[src/rtl/hood_fan_timer_pkg.sv]
// Shared definitions for the hood fan timer.
// Gear codes, display word layout and mm:ss helpers.
package hood_fan_timer_pkg;

  localparam logic [2:0] MODE_STANDBY = 3'd0;
  localparam logic [3:0] SEP_NIBBLE   = 4'hF;

  localparam int TD_SEP_HI_LSB   = 20;
  localparam int TD_MIN_TENS_LSB = 16;
  localparam int TD_MIN_ONES_LSB = 12;
  localparam int TD_SEP_LO_LSB   = 8;
  localparam int TD_SEC_TENS_LSB = 4;
  localparam int TD_SEC_ONES_LSB = 0;

  localparam logic [31:0] TD_ZERO = 32'h00F0_0F00;

  typedef struct packed {
    logic [6:0] mm;
    logic [5:0] ss;
  } mmss_t;

  function automatic mmss_t mmss_inc(mmss_t t, logic [6:0] max_mm);
    mmss_t r;
    r = t;
    if (t.ss == 6'd59) begin
      r.ss = 6'd0;
      r.mm = (t.mm == max_mm) ? 7'd0 : t.mm + 7'd1;
    end else begin
      r.ss = t.ss + 6'd1;
    end
    return r;
  endfunction

  function automatic mmss_t mmss_dec(mmss_t t);
    mmss_t r;
    r = t;
    if (t.ss == 6'd0) begin
      r.ss = 6'd59;
      r.mm = t.mm - 7'd1;
    end else begin
      r.ss = t.ss - 6'd1;
    end
    return r;
  endfunction

endpackage

[src/rtl/hood_time_fmt.sv]
// Binary mm:ss to the 32-bit display word.
// Shared by the hood timer and the clock/alarm blocks.
module hood_time_fmt
  import hood_fan_timer_pkg::*;
(
  input  logic [6:0]  mm_i,
  input  logic [5:0]  ss_i,
  output logic [31:0] data_o
);

  always_comb begin
    data_o = '0;
    data_o[TD_SEP_HI_LSB   +: 4] = SEP_NIBBLE;
    data_o[TD_MIN_TENS_LSB +: 4] = 4'(mm_i / 7'd10);
    data_o[TD_MIN_ONES_LSB +: 4] = 4'(mm_i % 7'd10);
    data_o[TD_SEP_LO_LSB   +: 4] = SEP_NIBBLE;
    data_o[TD_SEC_TENS_LSB +: 4] = 4'(ss_i / 6'd10);
    data_o[TD_SEC_ONES_LSB +: 4] = 4'(ss_i % 6'd10);
  end

endmodule

[src/rtl/hood_fan_timer.sv]
// Hood fan gear controller with one-shot boost,
// 1 Hz prescaler, run-time counter and display word.
module hood_fan_timer
  import hood_fan_timer_pkg::*;
#(
  parameter int TICK_DIV  = 500,
  parameter int NUM_GEARS = 3,
  parameter int BOOST_SEC = 60,
  parameter int MAX_MIN   = 59
) (
  input  logic        clk,
  input  logic        rst,
  input  logic [2:0]  mode_req,
  input  logic        clear_cum,
  input  logic        boost_rearm,
  output logic [2:0]  mode_act,
  output logic        boost_active,
  output logic        boost_used,
  output logic        sec_tick,
  output logic [31:0] time_data
);

  localparam int PW = (TICK_DIV > 2) ? $clog2(TICK_DIV) : 1;
  localparam logic [PW-1:0] PS_LAST = PW'(TICK_DIV - 1);
  localparam logic [2:0] GEAR_BOOST = 3'(NUM_GEARS);
  localparam logic [2:0] GEAR_DEMOTE = 3'(NUM_GEARS - 1);
  localparam logic [6:0] MAX_MM = 7'(MAX_MIN);
  localparam mmss_t BOOST_T = '{
    mm: 7'(BOOST_SEC / 60),
    ss: 6'(BOOST_SEC % 60)
  };

  logic [PW-1:0] ps_q, ps_d;
  logic          tick_q, tick_d;
  logic [2:0]    act_q, act_d;
  logic          ba_q, ba_d;
  logic          bu_q, bu_d;
  mmss_t         cum_q, cum_d;
  mmss_t         cd_q, cd_d;
  logic [31:0]   td_q, td_d;
  mmss_t         sel;

  always_comb begin
    ps_d   = (ps_q == PS_LAST) ? '0 : ps_q + 1'b1;
    tick_d = (ps_q == PS_LAST);

    cum_d = cum_q;
    if (clear_cum)
      cum_d = '0;
    else if (tick_q && act_q != MODE_STANDBY)
      cum_d = mmss_inc(cum_q, MAX_MM);

    act_d = act_q;
    ba_d  = ba_q;
    bu_d  = bu_q;
    cd_d  = cd_q;
    if (ba_q && tick_q) begin
      cd_d = mmss_dec(cd_q);
      if (cd_d == '0) begin
        ba_d  = 1'b0;
        act_d = GEAR_DEMOTE;
      end
    end
    if (boost_rearm && !ba_q)
      bu_d = 1'b0;

    // A lower-gear request overrides a same-cycle boost expiry
    unique case (1'b1)
      (mode_req < GEAR_BOOST): begin
        act_d = mode_req;
        ba_d  = 1'b0;
      end
      (mode_req == GEAR_BOOST && !ba_q && !bu_q): begin
        act_d = GEAR_BOOST;
        ba_d  = 1'b1;
        bu_d  = 1'b1;
        cd_d  = BOOST_T;
      end
      (mode_req == GEAR_BOOST && !ba_q && bu_q): begin
        act_d = GEAR_DEMOTE;
      end
      default: ;
    endcase
  end

  assign sel = ba_q ? cd_q : cum_q;

  hood_time_fmt u_fmt (
    .mm_i   (sel.mm),
    .ss_i   (sel.ss),
    .data_o (td_d)
  );

  always_ff @(posedge clk) begin
    if (!rst) begin
      ps_q   <= '0;
      tick_q <= 1'b0;
      act_q  <= MODE_STANDBY;
      ba_q   <= 1'b0;
      bu_q   <= 1'b0;
      cum_q  <= '0;
      cd_q   <= BOOST_T;
      td_q   <= TD_ZERO;
    end else begin
      ps_q   <= ps_d;
      tick_q <= tick_d;
      act_q  <= act_d;
      ba_q   <= ba_d;
      bu_q   <= bu_d;
      cum_q  <= cum_d;
      cd_q   <= cd_d;
      td_q   <= td_d;
    end
  end

  assign mode_act     = act_q;
  assign boost_active = ba_q;
  assign boost_used   = bu_q;
  assign sec_tick     = tick_q;
  assign time_data    = td_q;

endmodule
[config.mk]
export PLATFORM = sky130hd
export DESIGN_NAME = hood_fan_timer
export DESIGN_NICKNAME = d
export VERILOG_FILES = /design/src/rtl/hood_fan_timer_pkg.sv /design/src/rtl/hood_time_fmt.sv /design/src/rtl/hood_fan_timer.sv
export SDC_FILE = /design/constraint.sdc
export NUM_CORES = 1
export LEC_CHECK = 0
export CORE_UTILIZATION = 51
export CTS_CLUSTER_DIAMETER = 50
export DETAILED_ROUTE_END_ITERATION = 12
export PLACE_DENSITY_LB_ADDON = 0.3
export SYNTH_ARGS = -nofsm -noshare
export SYNTH_HDL_FRONTEND = slang
export SYNTH_HIERARCHICAL = 1
export SYNTH_SLANG_ARGS = --single-unit
[constraint.sdc]
create_clock -name clk -period 3.5 [get_ports clk]
set_input_delay 0.525 -clock clk [delete_from_list [all_inputs] [get_ports clk]]
set_output_delay 0.525 -clock clk [all_outputs]
set_load 0.05 [all_outputs]
# ---- Word level (Yosys, flattened, before mapping)
# Cells that the tools add are included.
dict set report word_totals {
  register_bits 73
  input_bits 7
  out_inout_bits 38
  elab_cells 63
}
dict set report op_classes {
  n_addsub 5
  div_mod_pow 4
  magnitude_cmp 1
  n_eq_ne 4
  mux 15
  n_bitwise 1
  n_reduce_logical 22
}
# op n
set ops {}
lappend ops {{$mux 7} 3}
lappend ops {{$mux 6} 3}
lappend ops {{$logic_not 13->1} 1}
lappend ops {{$mux 13} 1}
lappend ops {{$add 9x1->9 const B} 1}
lappend ops {{$eq 9x9->1 const B} 1}
lappend ops {{$pmux 3 s3} 1}
lappend ops {{$reduce_bool 3->1} 3}
lappend ops {{$reduce_bool 4->1} 2}
lappend ops {{$add 7x1->7 const B} 1}
lappend ops {{$div 7x4->7 const B} 1}
lappend ops {{$eq 7x6->1 const B} 1}
lappend ops {{$mod 7x4->7 const B} 1}
lappend ops {{$sub 7x1->7 const B} 1}
lappend ops {{$add 6x1->6 const B} 1}
lappend ops {{$div 6x4->6 const B} 1}
lappend ops {{$eq 6x6->1 const B} 1}
lappend ops {{$logic_and 1x1->1} 6}
lappend ops {{$logic_not 6->1} 1}
lappend ops {{$mod 6x4->6 const B} 1}
lappend ops {{$mux 3} 2}
lappend ops {{$reduce_and 2->1} 3}
lappend ops {{$reduce_or 2->1} 3}
lappend ops {{$sub 6x1->6 const B} 1}
lappend ops {{other kinds (7)} 11}

# ---- Depth between registers and ports, before layout
# Gate-level depths: netlist (run 1).
dict set report logic_depth {
  ltp_word 7
  ltp_mapped 17
  ltp_nobuf 12
}

# ---- Modules after synthesis
# Netlist (run 1), hierarchy kept.
# module n_inst cells_each area_per_inst_um2 seq_area_each_um2
set modules_own_cells {}
lappend modules_own_cells {hood_fan_timer 1 310 2970.3 1461.4}
lappend modules_own_cells {hood_time_fmt 1 135 897.1 0.0}

# ---- Least setup slack after synthesis (run 1)
# Ideal clock, no wire load.
dict set report synth_timing {
  path_type {register -> register}
  start {reg ba_q, in the netlist boost_active}
  end {reg td_q[15], in the netlist time_data[15]}
  setup_ns 0.115
  t_arrival_ns 3.744
  required_time_ns 3.385
  setup_slack_ns -0.359
  path_stages_with_launch 17
  n_path_buf 4
  synth_period_minus_slack_ns 3.859
  cell_sequence {dfxtp_1 > buf_1 > buf_1 > mux2_2 > buf_2 > and2_1 > o21ai_1 > o21ai_0 > a211oi_1 > ha_1 > clkbuf_1 > nor2_1 > mux2i_1 > o2bb2ai_1 > a221oi_1 > o221ai_1 > and2_1}
}
# element line
set synth_lines {}
lappend synth_lines {{start: declaration} hood_fan_timer.sv:36} ;# logic ba_q, ba_d;
lappend synth_lines {{start signal: assignment} hood_fan_timer.sv:99} ;# ba_q <= 1'b0;
lappend synth_lines {{start signal: assignment} hood_fan_timer.sv:108} ;# ba_q <= ba_d;
lappend synth_lines {{end signal: assignment} hood_fan_timer.sv:112} ;# td_q <= td_d;
lappend synth_lines {{end: declaration} hood_fan_timer.sv:40} ;# logic [31:0] td_q, td_d;

==> results of run 1 <==
logic make-up after synthesis:
logic type,Yosys count,synth area share (%)
AOI/OAI and AO/OA,77,13.8
xor gates and xnor gates,29,6.57
adders and majority gates,9,2.91
buffers and inverters,59,8.67
DFF,73,37.8
muxes,19,5.34
other,2,0.194
and+or+nand+nor,177,24.8
worst paths after layout:
| check | startpoint | endpoint | slack [ns] | cells past startpoint |
|---|---|---|---|---|
| max reg2reg | boost_active | time_data[15] | 0.36 | 12 |
| min reg2reg | ps_q[0] | ps_q[0] | 0.48 | 1 |
| max | boost_active | time_data[15] | 0.36 | 12 |
| min | ps_q[0] | ps_q[0] | 0.48 | 1 |
layout by cell type, fill, tap and decap left out, drive strengths merged, types with 10 or more instances in the layout:
cell / count
inv: 17
nor2: 53
and2: 26
nor3: 10
dfxtp: 73
nand3: 13
xnor2: 22
conb: 17
o21ai: 19
a21oi: 17
clkdlybuf4s50: 44
mux2: 13
nand2: 20
nand2b: 13
final cells by class:
class | count | area (um^2) | area share, %
Clock buffer | 9 | 124 | 2.77
Clock inverter | 7 | 71.3 | 1.59
Inverter | 17 | 63.8 | 1.43
Multi-Input combinational cell | 328 | 2130 | 47.7
Sequential cell | 73 | 1460 | 32.7
Tap cell | 99 | 124 | 2.77
Timing Repair Buffer | 51 | 493 | 11.0
routing by layer:
layer  vias up  share of wire (%)  global-route usage, %
met5         -                  0                      0
met4         0                1.6                   8.66
met3        16                4.2                   5.17
met2        68                 49                   37.8
met1      1480                 45                   27.6
li1       1575                  -                      -
sequential cells by signal, indices dropped and copies added, names as in the netlist:
| name | cells |
|---|---|
| time_data | 32 |
| cd_q | 13 |
| cum_q | 13 |
| ps_q | 9 |
| mode_act | 3 |
| boost_active | 1 |
| boost_used | 1 |
| sec_tick | 1 |
Yosys cell counts (all sizes together) (2+ instances only):
| cell type | instances | area (um^2) |
|---|---|---|
| and2 | 26 | 163 |
| a211oi | 9 | 80.1 |
| nor3b | 3 | 22.5 |
| or3 | 4 | 25.0 |
| o31ai | 4 | 35.0 |
| a311oi | 3 | 26.3 |
| buf | 33 | 238 |
| a31oi | 5 | 31.3 |
| o21ai | 19 | 95.1 |
| inv | 17 | 63.8 |
| or3b | 4 | 35.0 |
| clkbuf | 9 | 33.8 |
| a221oi | 2 | 17.5 |
| xor2 | 7 | 61.3 |
| nand2b | 13 | 83.8 |
| nor2b | 3 | 18.8 |
| nor2 | 53 | 199 |
| a21oi | 17 | 85.1 |
| or4 | 3 | 22.5 |
| nor4bb | 2 | 20.0 |
| nor4 | 9 | 56.3 |
| nand3b | 3 | 22.5 |
| nand4b | 3 | 26.3 |
| mux2 | 13 | 146 |
| nor3 | 10 | 55.1 |
| ha | 9 | 113 |
| conb | 2 | 7.51 |
| a21o | 2 | 15.0 |
| nand2 | 20 | 75.1 |
| xnor2 | 22 | 193 |
| nand3 | 13 | 70.1 |
| o21a | 2 | 15.0 |
| a31o | 2 | 17.5 |
| mux2i | 6 | 60.1 |
| dfxtp | 73 | 1460 |
| o211ai | 2 | 28.8 |
| and3 | 2 | 12.5 |
through the flow:
| stage | instance area [um^2] | hold WS, ns | total power [uW] |
|---|---|---|---|
| 2_1_floorplan | 3930 | 0.426 | 974 |
| 3_3_place_gp | 4280 | 0.444 | 1010 |
| 3_5_place_dp | 4280 | 0.454 | 1010 |
| 4_1_cts | 4470 | 0.476 | 1660 |
| 5_1_grt | 4470 | 0.501 | 1720 |
| 6_report | 4470 | 0.478 | 1640 |
power by group through the flow:
stage	clock network [uW]	logic [uW]	registers [uW]
2_1_floorplan	0	51.9	922
3_3_place_gp	0	132	874
3_5_place_dp	0	133	875
4_1_cts	673	134	856
5_1_grt	716	142	858
6_report	656	133	856
==> results by group, run 1 <==
Run status
  • Outcome: finished, final reports clean

Placed design
  • Placer Congestion: around 0.83
  • Place WS: around 0.42 ns
  • DP HPWL: between 5 and 6 mm
  • # placed instances: between 500 and 600
  • IO Port Bufs: between 40 and 50

CTS
  • Clock sinks: 73
  • CTS H-tree depth: 3
  • Post-CTS Resized: 0
  • Clock slew at reported path FFs: 0.08 ns
  • CTS Hold Bufs: 0
  • CTS max path bufs: 2
  • Post-CTS Setup Repair Bufs: 0
  • Clock Latency Late Sink: 0.34 ns
  • TritonCTS clock tree: built
  • CTS Buf Count: 9
  • Root Buffer: clkbuf_8

Floorplanning
  • Die span in y: approximately 89 um
  • DIE AREA: about 0.008 mm^2
  • DIE WIDTH: around 90 um
  • Initial Util: between 50 and 60%
  • Core footprint: ~0.0073 mm^2
  • Std-Cell Rows: 31
  • IO Pins: 45

GRT
  • Largest net degree at the start of global routing: 25
  • Total grt overflow: 0
  • First-pass GRT wire length: around 14 mm
  • GRT Total Usage: ~22%
  • Initial antenna violation count: 0
  • Via count of the first global-routing pass: a little under 3000

Critical path
  • CP arrival: 3.38 ns
  • Slowest cell on crit path: mux2_2
  • CP Data Required Time: about 3.7 ns
  • CP Launch Type: flop
  • Delay of the slowest critical-path stage: 0.49 ns
  • Crit path max-delay family: compound AO/OA/AOI/OAI gates
  • Crit path capture type: flop
  • Bufs and invs on worst path: 0
  • Crit Path Category: flop to flop
  • Critical Path Most Common Cell: and2_1
  • Critical path, cell by cell: mux2_2, and2_1, o21ai_1, o21ai_0, a211oi_1, ha_1, nor2_1, mux2i_1, o2bb2ai_1, a221oi_1, o221ai_1, and2_1
  • Worst Path Max Fanout: 18

Yosys
  • Instance count of the mapped netlist: between 400 and 500
  • Cell Area, Synth: slightly below 0.004 mm^2
  • Synth warnings: 6
  • Main flop type after synthesis: dfxtp_1
  • EDFF count, synth: 0
  • Seq/Total Area, Yosys: a little under two fifths
  • Avg Inst Size Synth: about 8.7 um^2
  • Share of flip-flops with an asynchronous set or reset: 0%
  • Synthesized flop and latch total: 73
  • Unique cell type count in the Yosys netlist: 65

Routing
  • Via count: 3139
  • Total Wirelength: about 8 mm
  • Remaining DRCs: 0
  • Per-cell routed wire length: 13.7 um
  • Ratio of routed vias to standard cells: 5.38
  • Remaining antenna violation count after routing: 0
  • DR iter-0 viols: approximately 130
  • DR pass1 iterations: 6

Final layout
  • Non-filler cells, final: between 500 and 600
  • Final Util: roughly three fifths
  • Nets@finish: 496
  • Share of post-route cells with drive strength above 1: a little over a tenth
  • Fillers: between 600 and 700
  • Antenna Cells: 0
  • Area grow syn2layout: 15.7%

Pwr
  • Combinational share of power: around 8.1%
  • Switching pwr: 423 uW
  • Leak: about 0.0016 uW
  • Sw frac: about a quarter
  • Part of the power in registers: between 50% and 60%
  • Power Dens Cells: between 300 and 400 mW/mm^2
  • P_int: between 1000 and 1500 uW
  • Clock Power Share: approximately 40%
  • VDD IR-drop max: 0.235 mV

STA
  • Tmin final: between 3 and 4 ns
  • Worst Tran Pin Value: between 0.6 and 0.7 ns
  • Max-slew violations: 0
  • Clock Skews: around 0.0079 ns
  • Final worst slack: between 0.3 and 0.4 ns
  • Fin crit share: between 80 and 90%
  • Fmax: approximately 320 MHz
  • Final Setup Violations: 0
  • RSZ-0062 raised after global routing: no
  • Relative slew slack: just under 60%
  • Hold Fails Final Rpt: 0
  • Setup TNS: 0 ns

Run
  • Max-cap violations: 0

Worst hold path
  • Hold WC Path Type: flop to flop
(Power assumes the default switching activity.)
==> run 2, diff against run 1 <==
==> constraint.sdc (replaced) <==
create_clock -name clk -period 3.5 [get_ports clk]
set_input_delay 0.525 -clock clk [delete_from_list [all_inputs] [get_ports clk]]
set_output_delay 0.525 -clock clk [all_outputs]
set_load 0.02 [all_outputs]
==> run 2 against run 1 <==
Register-to-register slack better by 0.04 ns. Combinational power decreased by 24%. Non-clock buffer count down 1. Design area unchanged. Largest power group unchanged. Flip-flop and latch count is the same. Largest cell class unchanged. Clock skew fell by 0.0036 ns. First-iteration DRC count grew 34%. Hold slack barely moved. Die area did not move. Wire length is 3.0% lower. Sequential power is essentially flat.
==> results by group, run 2 (same netlist as run 1, synthesis figures left out) <==
CTS
  • CTS H-tree depth: 3
  • Post-CTS Setup Repair Bufs: 0
  • Clock sinks: 73
  • Clock Latency Late Sink: 0.35 ns
  • CTS Buf Count: 9
  • CTS max path bufs: 2
  • TritonCTS clock tree: built
  • Post-CTS Resized: 0
  • Root Buffer: clkbuf_8
  • Clock slew at reported path FFs: 0.08 ns
  • CTS Hold Bufs: 0

Final layout
  • Commonest non-fill, non-tap cell in the layout: dfxtp_1
  • Multi-input gate area: approximately 0.0021 mm^2
  • Area grow syn2layout: 15.7%
  • Most frequent cells in the layout: dfxtp_1, nor2_1, clkdlybuf4s50_1
  • Number of flip-flops in the largest register: 32
  • Fillers: 657
  • Reg area: about 0.0015 mm^2
  • Nets@finish: roughly 500
  • Antenna Cells: 0
  • Share of post-route cells with drive strength above 1: roughly a tenth

STA
  • Clock Skews: 0.00439 ns
  • Tmin final: ~3.1 ns
  • Fin crit share: approximately 89%
  • Final worst slack: between 0.4 and 0.5 ns
  • Setup TNS: 0 ns
  • Final Setup Violations: 0
  • Fmax: about 320 MHz
  • RSZ-0062 raised after global routing: no
  • Hold Fails Final Rpt: 0
  • Relative slew slack: about two fifths
  • Max-slew violations: 0
  • Worst Tran Pin Value: about 0.9 ns

Placed design
  • IO Port Bufs: 44
  • Place WS: ~0.43 ns
  • DP HPWL: approximately 5.5 mm
  • Placer Congestion: between 0.8 and 0.9

Routing
  • Remaining antenna violation count after routing: 0
  • Total Wirelength: roughly 7.8 mm
  • DR iter-0 viols: 169
  • Ratio of routed vias to standard cells: about 5.3
  • DR pass1 iterations: 4
  • Per-cell routed wire length: around 13 um
  • Remaining DRCs: 0
  • Via count: a little over 3000

GRT
  • GRT Total Usage: between 20% and 30%
  • First-pass GRT wire length: ~13 mm
  • Initial antenna violation count: 0
  • Total grt overflow: 0
  • Largest net degree at the start of global routing: 23
  • Via count of the first global-routing pass: 2841

Critical path
  • Slowest cell on crit path: mux2_2
  • CP Data Required Time: approximately 3.8 ns
  • Delay of the slowest critical-path stage: roughly 0.50 ns
  • Crit Path Category: flop to flop
  • CP Launch Type: flop
  • Critical path, cell by cell: mux2_2, and2_1, o21ai_1, o21ai_0, a211oi_1, ha_1, nor2b_1, a221oi_1, a311o_1, o221ai_1, and2_1
  • CP arrival: roughly 3.4 ns
  • Critical Path Most Common Cell: and2_1
  • Crit path capture type: flop
  • Worst Path Max Fanout: 16

Pwr
  • Leak: 0.00160 uW
  • Power Dens Cells: 363 mW/mm^2
  • Pwr Total: ~1600 uW
  • VDD IR-drop max: roughly 0.21 mV

Run status
  • Outcome: finished, final reports clean

Floorplanning
  • DIE WIDTH: 89.1 um
  • Initial Util: a little over half
  • IO Pins: 45
  • Std-Cell Rows: 31
  • Die span in y: 89.1 um
  • Core footprint: approximately 0.0073 mm^2
  • DIE AREA: 0.00794 mm^2

Worst hold path
  • Hold WC Path Type: flop to flop

Run
  • Max-cap violations: 0
==> run 2: power by group <==
part           total, uW  leakage [uW]  switching (uW)  internal, uW
logic                101      0.000914            53.8          47.4
registers            856      0.000594            9.23           846
clock network        669     0.0000960             334           335
==> run 2: worst paths after layout <==
kind / start / to / slack (ns) / depth (start not counted)
max reg2reg: boost_active / time_data[15] / 0.40 / 11
max: boost_active / time_data[15] / 0.40 / 11
min: mode_act[2] / mode_act[2] / 0.48 / 2
min reg2reg: mode_act[2] / mode_act[2] / 0.48 / 2
==> run 2: area by class of cell <==
type                    count  share of cell area [%]
repair buffers             50                    10.9
multi-input cells         328                    47.7
flip-flops and latches     73                    32.7
well taps                  99                    2.77
clock inverters             7                    1.79
clock buffers               9                    2.77
inverters                  17                    1.43
==> run 2: metal layers <==
metal / up-vias / part of all wire (%) / GRT usage, %
met5: - / 0 / 0
met4: 0 / 2.6 / 10.7
met3: 15 / 4.5 / 5.36
met2: 60 / 46 / 35.7
met1: 1440 / 46 / 26.3
li1: 1586 / - / -
==> run 2: through the flow <==
step	area, um^2	cells	util [%]	hold slack, ns
6_report	4470	583	61.3	0.478
5_1_grt	4470	583	61.3	0.515
4_1_cts	4470	583	61.3	0.478
3_5_place_dp	4270	567	58.5	0.450
3_3_place_gp	4270	567	58.5	0.445
2_1_floorplan	3930	460	-	0.426
==> run 2: worst max-delay path, delay by kind of cell (launching register included) <==
family / cells / cell delay (ns)
muxes: 1 / 0.50
AOI/OAI and AO/OA: 6 / 1.09
DFF: 1 / 0.45
adders and majority gates: 1 / 0.40
and+or+nand+nor: 3 / 0.63
==> run 3, diff against run 2 <==
--- a/config.mk
+++ b/config.mk
@@ -5,7 +5,7 @@
 export SDC_FILE = /design/constraint.sdc
 export NUM_CORES = 1
 export LEC_CHECK = 0
-export CORE_UTILIZATION = 51
+export CORE_UTILIZATION = 55
 export CTS_CLUSTER_DIAMETER = 50
 export DETAILED_ROUTE_END_ITERATION = 12
 export PLACE_DENSITY_LB_ADDON = 0.3
==> constraint.sdc (replaced) <==
create_clock -name clk -period 3.2 [get_ports clk]
set_input_delay 0.48 -clock clk [delete_from_list [all_inputs] [get_ports clk]]
set_output_delay 0.48 -clock clk [all_outputs]
set_load 0.02 [all_outputs]
==> run 3 against run 2 <==
Clock power shrank 3.7%. Final cell count shrank 0.51%. Wire length is essentially flat. Non-clock buffer count grew 2. Largest cell class unchanged. Largest power group unchanged.
==> results by group, run 3 (same netlist as run 1, synthesis figures left out) <==
Run status
  • Outcome: finished, final reports clean

CTS
  • Clock sinks: 73
  • Post-CTS Resized: 0
  • CTS Hold Bufs: 0
  • CTS Buf Count: 9
  • Post-CTS Setup Repair Bufs: 0
  • Clock slew at reported path FFs: ~0.080 ns
  • Clock Latency Late Sink: between 0.3 and 0.4 ns
  • CTS max path bufs: 2
  • CTS H-tree depth: 3
  • TritonCTS clock tree: built
  • Root Buffer: clkbuf_8

STA
  • Fin crit share: 92.0%
  • Fmax: between 300 and 400 MHz
  • Worst Tran Pin Value: 0.792 ns
  • RSZ-0062 raised after global routing: no
  • Clock Skews: 0.0160 ns
  • Final worst slack: roughly 0.26 ns
  • Setup TNS: 0 ns
  • Max-slew violations: 0
  • Relative slew slack: between 40% and 50%
  • Tmin final: approximately 2.9 ns
  • Final Setup Violations: 0
  • Hold Fails Final Rpt: 0

Final layout
  • Final Util: about two thirds
  • Share of post-route cells with drive strength above 1: 10.5%
  • Fillers: roughly 570
  • Commonest non-fill, non-tap cell in the layout: dfxtp_1
  • Area grow syn2layout: 15.1%
  • Most frequent cells in the layout: dfxtp_1, nor2_1, clkdlybuf4s50_1
  • Number of flip-flops in the largest register: 32
  • Design area: 0.00445 mm^2
  • Nets@finish: 497
  • Antenna Cells: 0

Pwr
  • VDD IR-drop max: 0.245 mV
  • Leak: 0.00160 uW
  • Power Dens Cells: roughly 380 mW/mm^2

Floorplanning
  • DIE WIDTH: roughly 86 um
  • Core footprint: just under 0.007 mm^2
  • Std-Cell Rows: 30
  • IO Pins: 45
  • DIE AREA: approximately 0.0074 mm^2
  • Die span in y: roughly 86 um
  • Initial Util: around 57%

Critical path
  • CP arrival: 3.19 ns
  • CP Data Required Time: 3.45 ns
  • CP startpoint: boost_active
  • Crit Path Category: flop to flop
  • CP Launch Type: flop
  • Worst Path Max Fanout: 10
  • Crit path capture type: flop
  • RR Startpoint: boost_active

Placed design
  • DP HPWL: around 5.5 mm
  • Placed instance area: between 0.004 and 0.005 mm^2
  • Place WS: ~0.26 ns
  • Placer Congestion: between 0.8 and 0.9
  • IO Port Bufs: between 40 and 50

Worst hold path
  • Hold WC Path Type: flop to flop
  • Min-delay src: mode_act[2]

Routing
  • DR pass1 iterations: 5
  • DR iter-0 viols: between 200 and 250
  • Via count: about 3100
  • Total Wirelength: between 7 and 8 mm
  • Per-cell routed wire length: between 10 and 15 um
  • Remaining antenna violation count after routing: 0
  • Ratio of routed vias to standard cells: approximately 5.4
  • Remaining DRCs: 0

GRT
  • Initial antenna violation count: 0
  • Largest net degree at the start of global routing: 23
  • GRT Total Usage: around 22%
  • Via count of the first global-routing pass: between 2000 and 3000
  • Total grt overflow: 0
  • First-pass GRT wire length: about 13 mm

Run
  • Max-cap violations: 0
run 3: changes by cell type in the layout (fill, tap and decap cells not counted):
| cell | change |
|---|---|
| clkinv_4 | -3 |
| buf_4 | +2 |
| clkbuf_8 | +2 |
| bufinv_16 | -1 |
| clkbuf_1 | +1 |
| dfxtp_1 | -1 |
| dfxtp_2 | +1 |
| inv_6 | -1 |
run 3: area by class of cell:
class / instances / area, um^2 / share of cell area, %
clock inverter: 2 / 15.0 / 0.337
sequential: 73 / 1460 / 32.9
timing repair buffer: 52 / 500 / 11.2
multi-input combinational: 328 / 2130 / 47.9
clock buffer: 12 / 155 / 3.49
inverter: 17 / 63.8 / 1.43
tap: 96 / 120 / 2.70
run 3: critical path, stage by stage (launching register included):
cell       delay (ns)
dfxtp_2          0.39
mux2_2           0.44
nor3b_1          0.17
o21ai_1          0.11
o21ai_0          0.10
a211oi_1         0.31
ha_1             0.39
nor2_1           0.12
mux2i_1          0.17
o2bb2ai_1        0.09
a221oi_1         0.24
o221ai_1         0.15
and2_1           0.17
run 3: power by group:
part	switching, uW	total (uW)	internal [uW]
clock network	328	644	316
logic	59.0	111	51.9
registers	9.87	936	926
run 3: through the flow:
stage,power [uW],hold WS (ns),cells
after floorplan,1030,0.426,460
after global placement,1070,0.442,566
after detailed placement,1070,0.459,566
after CTS,1710,0.471,580
after global routing,1760,0.492,580
final,1690,0.469,580
run 3: path summary, 6_finish.rpt:
| kind | to | slack (ns) | depth (start not counted) |
|---|---|---|---|
| setup / recovery | time_data[15] | 0.26 | 12 |
| hold / removal | mode_act[2] | 0.47 | 2 |
| setup reg to reg | time_data[15] | 0.26 | 12 |
| hold reg to reg | mode_act[2] | 0.47 | 2 |
run 3: per-layer routing:
| layer | part of all wire [%] | GRT usage, % | wire length, um | vias to the layer above |
|---|---|---|---|---|
| li1 | - | - | - | 1567 |
| met1 | 46 | 28.1 | 3610 | 1448 |
| met2 | 47 | 35.2 | 3610 | 100 |
| met3 | 5.2 | 5.87 | 405 | 15 |
| met4 | 1.7 | 9.39 | 133 | 0 |
| met5 | 0 | 0 | 0 | - |
